[src/rtl/seq_arith_pkg.sv]
// Shared opcode/state encodings for the sequential arithmetic unit.
// Imported by the divider and the top level.
package seq_arith_pkg;

    typedef enum logic [3:0] {
        OP_LAND = 4'd0,
        OP_LOR  = 4'd1,
        OP_AND  = 4'd2,
        OP_OR   = 4'd3,
        OP_XOR  = 4'd4,
        OP_ADD  = 4'd5,
        OP_SUB  = 4'd6,
        OP_MUL  = 4'd7,
        OP_DIV  = 4'd8,
        OP_MOD  = 4'd9,
        OP_EQ   = 4'd10,
        OP_NE   = 4'd11,
        OP_LT   = 4'd12,
        OP_LE   = 4'd13,
        OP_GE   = 4'd14,
        OP_GT   = 4'd15
    } op_e;

    typedef enum logic [1:0] {
        ST_IDLE = 2'd0,
        ST_DIV  = 2'd1,
        ST_DONE = 2'd2
    } state_e;

    function automatic logic is_div_op(input logic [3:0] op);
        return (op == OP_DIV) || (op == OP_MOD);
    endfunction

endpackage

[src/rtl/seq_arith_divider.sv]
// Iterative restoring divider, one quotient bit per cycle, MSB first.
// The first iteration runs on the start cycle using the incoming operands.
module seq_arith_divider
    import seq_arith_pkg::*;
#(
    parameter int WIDTH = 8
) (
    input  logic             clk,
    input  logic             rst,
    input  logic             start_i,
    input  logic [WIDTH-1:0] dividend_i,
    input  logic [WIDTH-1:0] divisor_i,
    output logic             busy_o,
    output logic             done_o,
    output logic [WIDTH-1:0] quot_o,
    output logic [WIDTH-1:0] rem_o
);

    localparam int CW = $clog2(WIDTH);

    logic [WIDTH-1:0] rem_q, rem_d;
    logic [WIDTH-1:0] quo_q, quo_d;
    logic [WIDTH-1:0] dvs_q, dvs_d;
    logic [CW-1:0]    cnt_q, cnt_d;
    logic             busy_q, busy_d;
    logic             done_q, done_d;

    logic [WIDTH-1:0] rem_s, quo_s, dvs_s;
    logic [WIDTH:0]   trial;
    logic             fits;

    always_comb begin
        rem_s  = start_i ? '0 : rem_q;
        quo_s  = start_i ? dividend_i : quo_q;
        dvs_s  = start_i ? divisor_i : dvs_q;
        trial  = {rem_s, quo_s[WIDTH-1]};
        fits   = trial >= {1'b0, dvs_s};
        rem_d  = rem_q;
        quo_d  = quo_q;
        dvs_d  = dvs_q;
        cnt_d  = cnt_q;
        busy_d = busy_q;
        done_d = 1'b0;
        if (start_i || busy_q) begin
            dvs_d = dvs_s;
            quo_d = {quo_s[WIDTH-2:0], fits};
            // Partial remainder stays below the divisor, so WIDTH bits suffice.
            rem_d = fits ? trial[WIDTH-1:0] - dvs_s : trial[WIDTH-1:0];
            if (start_i) begin
                cnt_d  = CW'(WIDTH - 1);
                busy_d = 1'b1;
            end else begin
                cnt_d  = cnt_q - CW'(1);
                busy_d = (cnt_q != CW'(1));
                done_d = (cnt_q == CW'(1));
            end
        end
    end

    always_ff @(posedge clk) begin
        if (rst) begin
            rem_q  <= '0;
            quo_q  <= '0;
            dvs_q  <= '0;
            cnt_q  <= '0;
            busy_q <= 1'b0;
            done_q <= 1'b0;
        end else begin
            rem_q  <= rem_d;
            quo_q  <= quo_d;
            dvs_q  <= dvs_d;
            cnt_q  <= cnt_d;
            busy_q <= busy_d;
            done_q <= done_d;
        end
    end

    assign busy_o = busy_q;
    assign done_o = done_q;
    assign quot_o = quo_q;
    assign rem_o  = rem_q;

endmodule

[src/rtl/seq_arith_unit.sv]
// Handshaked WIDTH-bit unsigned arithmetic/compare unit with
// single-cycle ops and an iterative divide/modulo path.
module seq_arith_unit
    import seq_arith_pkg::*;
#(
    parameter int WIDTH = 8
) (
    input  logic               clk,
    input  logic               rst,
    input  logic               in_valid,
    output logic               in_ready,
    input  logic [3:0]         op,
    input  logic [WIDTH-1:0]   a,
    input  logic [WIDTH-1:0]   b,
    output logic               out_valid,
    input  logic               out_ready,
    output logic [2*WIDTH-1:0] result,
    output logic               div_by_zero
);

    localparam int RW = 2 * WIDTH;

    state_e          state_q;
    logic [RW-1:0]   result_q;
    logic            dbz_q;
    logic            mod_q;

    logic            a_nz, b_nz;
    logic [WIDTH:0]  sum;
    logic [WIDTH-1:0] diff;
    logic [RW-1:0]   prod;
    logic [RW-1:0]   alu_res;
    logic            alu_dbz;

    logic            accept, div_start;
    logic            div_busy, div_done;
    logic [WIDTH-1:0] div_quot, div_rem;

    assign a_nz = |a;
    assign b_nz = |b;
    assign sum  = {1'b0, a} + {1'b0, b};
    assign diff = a - b;
    assign prod = {{WIDTH{1'b0}}, a} * {{WIDTH{1'b0}}, b};

    always_comb begin
        alu_res = '0;
        alu_dbz = 1'b0;
        unique case (op_e'(op))
            OP_LAND: alu_res = RW'(a_nz && b_nz);
            OP_LOR:  alu_res = RW'(a_nz || b_nz);
            OP_AND:  alu_res = RW'(a & b);
            OP_OR:   alu_res = RW'(a | b);
            OP_XOR:  alu_res = RW'(a ^ b);
            OP_ADD:  alu_res = RW'(sum);
            OP_SUB:  alu_res = RW'(diff);
            OP_MUL:  alu_res = prod;
            // Only the b==0 case is resolved here; b!=0 goes to the divider.
            OP_DIV: begin
                alu_res = b_nz ? '0 : {{WIDTH{1'b0}}, {WIDTH{1'b1}}};
                alu_dbz = !b_nz;
            end
            OP_MOD: begin
                alu_res = b_nz ? '0 : RW'(a);
                alu_dbz = !b_nz;
            end
            OP_EQ:   alu_res = RW'(a == b);
            OP_NE:   alu_res = RW'(a != b);
            OP_LT:   alu_res = RW'(a < b);
            OP_LE:   alu_res = RW'(a <= b);
            OP_GE:   alu_res = RW'(a >= b);
            OP_GT:   alu_res = RW'(a > b);
            default: alu_res = '0;
        endcase
    end

    assign in_ready  = !div_busy &&
                       ((state_q == ST_IDLE) ||
                        ((state_q == ST_DONE) && out_ready));
    assign accept    = in_valid && in_ready;
    assign div_start = accept && is_div_op(op) && b_nz;

    seq_arith_divider #(
        .WIDTH(WIDTH)
    ) u_div (
        .clk       (clk),
        .rst       (rst),
        .start_i   (div_start),
        .dividend_i(a),
        .divisor_i (b),
        .busy_o    (div_busy),
        .done_o    (div_done),
        .quot_o    (div_quot),
        .rem_o     (div_rem)
    );

    always_ff @(posedge clk) begin
        if (rst) begin
            state_q  <= ST_IDLE;
            result_q <= '0;
            dbz_q    <= 1'b0;
            mod_q    <= 1'b0;
        end else begin
            unique case (state_q)
                ST_IDLE, ST_DONE: begin
                    if (accept) begin
                        if (div_start) begin
                            state_q <= ST_DIV;
                            mod_q   <= (op == OP_MOD);
                        end else begin
                            state_q  <= ST_DONE;
                            result_q <= alu_res;
                            dbz_q    <= alu_dbz;
                        end
                    end else if ((state_q == ST_DONE) && out_ready) begin
                        state_q <= ST_IDLE;
                    end
                end
                ST_DIV: begin
                    if (div_done) begin
                        state_q  <= ST_DONE;
                        result_q <= mod_q ? RW'(div_rem) : RW'(div_quot);
                        dbz_q    <= 1'b0;
                    end
                end
                default: state_q <= ST_IDLE;
            endcase
        end
    end

    assign out_valid   = (state_q == ST_DONE);
    assign result      = result_q;
    assign div_by_zero = dbz_q;

endmodule

[config.mk]
export PLATFORM = sky130hd
export DESIGN_NAME = seq_arith_unit
export DESIGN_NICKNAME = d
export VERILOG_FILES = /design/src/rtl/seq_arith_pkg.sv /design/src/rtl/seq_arith_divider.sv /design/src/rtl/seq_arith_unit.sv
export SDC_FILE = /design/constraint.sdc
export NUM_CORES = 1
export LEC_CHECK = 0
export BUFFER_PORTS_ARGS = -buffer_cell sky130_fd_sc_hd__buf_2
export CORE_UTILIZATION = 48
export CTS_BUF_LIST = sky130_fd_sc_hd__clkbuf_16
export DETAILED_ROUTE_END_ITERATION = 12
export PLACE_DENSITY_LB_ADDON = 0.12
export RECOVER_POWER = 50
export SLEW_MARGIN = 20
export SYNTH_ARGS = -nofsm -noshare
export SYNTH_HDL_FRONTEND = slang
export SYNTH_HIERARCHICAL = 1
export SYNTH_SLANG_ARGS = --single-unit
[constraint.sdc]
create_clock -name clk -period 6.4 [get_ports clk]
set_clock_uncertainty 0.15 [all_clocks]
set_input_delay 1.28 -clock clk [delete_from_list [all_inputs] [get_ports clk]]
set_output_delay 1.28 -clock clk [all_outputs]
set_load 0.005 [all_outputs]
==> impl_metrics.json <==
{
  "crit_path_cell_trace": "buf_2, clkinv_1, nor2_1, fa_1, fa_1, fa_1, inv_1, fa_1, inv_1, ha_1, nor3_1, o21ai_0, a31oi_1, o21ai_0, xor2_1, a22o_1",
  "ys_ff_latch": 49,
  "netlist_area_um2": 6080,
  "holdBufCountCts": 0,
  "placed_cell_area_um2": 6370,
  "fin_area_um2": 6500,
  "wl_met1_um": 7750,
  "rr_startpoint": "u_div/busy_o",
  "cp-start-kind": "primary input",
  "synth.avg_cell_area_um2": 8.09,
  "seqPwrFrac_pct": 23.9,
  "synth_ff_type": "dfxtp_1",
  "port-buffer-count": 42,
  "synthXorXnorAreaFrac_pct": 2.74,
  "wl_per_cell_um": 19.1,
  "maxCapViolations": 0,
  "tightest_slew_ns": 1.74,
  "coreArea_um2": 12200,
  "start_util_pct": 50.0,
  "drtPass1Iterations": 7,
  "clkPwrFrac_pct": 20.0,
  "instances_no_fill": 940,
  "die_area_um2": 13100,
  "via_per_inst": 6.04,
  "top_layer_used": "met4",
  "path_clk_slew_ns": 0.07,
  "place_inst": 932,
  "finalCriticalPeriod_ns": 5.56,
  "cp_max_fo": 8,
  "cts_buffers": 5,
  "critical_path_arrival_ns": 5.60,
  "clockRootBuffer": "clkbuf_16",
  "peakVddDrop_mv": 0.146,
  "routed-wl-met3_um": 1030,
  "drc": 0,
  "p_int_w": 0.000765,
  "status": "finished, violations left",
  "switching_share_pct": 44.2,
  "final_nets": 904,
  "yosys.area_share.simple_pct": 19.6,
  "grt_pass1_wl_um": 29400,
  "holdWs_ns": 0.298,
  "detail-route-antenna-nets": 0,
  "fin_ws_ns": 0.840,
  "synthCells": 751,
  "diodes": 0,
  "die_x_um": 115,
  "grt_overflow": 0,
  "cts_tree": "built",
  "ioPinCount": 43,
  "postCtsSetupRepairBufs": 0,
  "syn_nets": 884,
  "p_leak_nw": 2.83,
  "finalHoldViolCount": 0,
  "setup_tns_ns": 0,
  "p_comb_share_pct": 56.1,
  "synth.area.mux_share_pct": 5.52,
  "die_h_um": 115,
  "violations": "max-slew violations",
  "synth-adder-area-share_pct": 27.3,
  "achievable-frequency_mhz": 180,
  "ctsHtreeMaxLevel": 2,
  "drv_slew": 20,
  "dp_hpwl_um": 14100,
  "worstPathBufferInverterCount": 4,
  "clock_sinks": 49,
  "clk_latency_ns": 0.29,
  "endpoint_kind": "flip-flop",
  "cts_resized": 0,
  "pre_cts_ws_ns": 0.534,
  "place_congestion": 0.950,
  "critical-path-max-stage-delay_ns": 0.55,
  "worstHoldPathType": "flip-flop to flip-flop",
  "maxSlewHeadroom_pct": -16.0,
  "required_ns": 6.44,
  "met2_length_um": 8490,
  "row_count": 40,
  "synth_top_family_by_area": "adder cells",
  "ys_seq_area_share_pct": 16.1,
  "grt_use_total_pct": 28.8,
  "critPathLaunch": "a[2]",
  "totalWireLength_um": 18000,
  "slowest_stage": "fa_1",
  "syn_to_final_growth_pct": 6.90,
  "grt_start_max_net_pins": 45,
  "drtIter0Drc": 541,
  "synth-async-reset-ratio_pct": 0,
  "ys_types": 78,
  "cts.path.max_buffers": 2,
  "worstSetupPathType": "primary input to flip-flop",
  "drive_above_1_share_pct": 7.90,
  "critPathTopFamily": "adder cells",
  "via_count": 5675,
  "pwr_density_cell_nw_per_um2": 211,
  "rsz0062_at_grt": "no",
  "yosys_warnings": 6,
  "hold_start": "result[9]",
  "antenna_found_initial": 0,
  "fin_crit_sh_pct": 86.9,
  "synth-edff-count": 0,
  "setup-violations-final": 0,
  "crit_top_cell": "fa_1",
  "grt_pass1_vias": 5475,
  "synth_compound_area_share_pct": 21.4,
  "p_switching_w": 0.000605
}
-- power groups by stage --
stage               sequential (W)  clock [W]  combinational [W]
finish                    0.000327   0.000274           0.000769
global route              0.000329   0.000295           0.000860
CTS                       0.000327   0.000284           0.000766
detailed placement        0.000334          0           0.000760
global placement          0.000334          0           0.000747
floorplan                 0.000330          0           0.000569
-- worst paths after layout --
check	end	slack, ns	depth (start not counted)
setup / recovery	result[14]	0.84	16
setup reg to reg	u_div/rem_o[4]	1.87	11
hold reg to reg	result[9]	0.30	2
hold / removal	result[9]	0.30	2
-- layout by cell type, fill, tap and decap left out, drive strengths merged, types with 5 or more instances in the layout --
cell type  Yosys  routed
fa            39      39
nor3          12      12
xor2           7       7
nor2         110     110
a22o           5       5
clkbuf        17      17
nor4           7       7
a21oi         52      52
ha            70      70
xnor2         12      12
buf           14      32
a211oi        14      14
inv           76      77
nand3         10      10
or4            5       5
o21bai         6       6
o31ai          6       6
mux2i         29      29
clkinv         6       6
o211ai         5       5
nand2b        15      15
nor2b         15      15
dfxtp         49      49
a32oi          5       5
nand2         42      42
o21ai         29      29
a21o          13      13
-- flip-flops by register name (all words and copies together), names as in the netlist --
register and count:
div_by_zero 1, mod_q 1, result 16, state_q 2
u_div/busy_o 1, u_div/cnt_q 3, u_div/done_o 1, u_div/dvs_q 8
u_div/quot_o 8, u_div/rem_o 8
-- per-layer routing --
| layer | vias to the layer above | global-route usage [%] |
|---|---|---|
| li1 | 2667 | - |
| met1 | 2750 | 37.9 |
| met2 | 214 | 47.8 |
| met3 | 44 | 3.23 |
| met4 | 0 | 12.6 |
| met5 | - | 0 |
-- Yosys cell counts (5+ instances only) --
cell,number,area (um2)
a211oi_1,14,105
a21o_1,13,97.6
a21oi_1,52,260
a22o_1,5,43.8
a32oi_1,5,43.8
buf_1,5,18.8
buf_2,6,30.0
clkbuf_1,17,63.8
clkinv_1,6,22.5
dfxtp_1,49,981
fa_1,39,781
ha_1,70,876
inv_1,75,282
mux2i_1,29,290
nand2_1,42,158
nand2b_1,15,93.8
nand3_1,10,50.1
nor2_1,110,413
nor2b_1,15,93.8
nor3_1,12,60.1
nor4_1,5,31.3
o21ai_0,28,140
o21bai_1,6,45.0
o31ai_1,6,45.0
xnor2_1,12,105
xor2_1,7,61.3
-- cell families after synthesis --
group,count (synthesis)
adder cells (fa/ha/maj),109
XOR/XNOR,19
AO/OA/AOI/OAI,184
buffers and inverters,113
multiplexers,33
AND/OR/NAND/NOR,244
flip-flops,49
-- worst register-to-register path, cell delays in order (launching register included) --
cell      delay (ns)
dfxtp_1         0.59
a211oi_1        0.42
nand2_1         0.12
nor2_1          0.99
buf_4           0.37
nor2b_1         0.10
ha_1            0.37
a21o_1          0.20
a221oi_2        0.33
o311a_4         0.37
mux2i_1         0.26
a211oi_1        0.10
-- area by class of cell --
class | instances | area (um2)
flip-flops and latches | 49 | 981
inverters | 82 | 308
clock buffers | 5 | 125
well taps | 168 | 210
fillers | 1220 | 5660
clock inverters | 3 | 26.3
multi-input cells | 589 | 4640
repair buffers | 44 | 209
-- stage by stage --
step / utilization [%] / power (W)
floorplan: - / 0.000899
global placement: 52.4 / 0.00108
detailed placement: 52.4 / 0.00109
CTS: 53.7 / 0.00138
global route: 53.4 / 0.00148
finish: 53.4 / 0.00137
(Power assumes the default switching activity.)
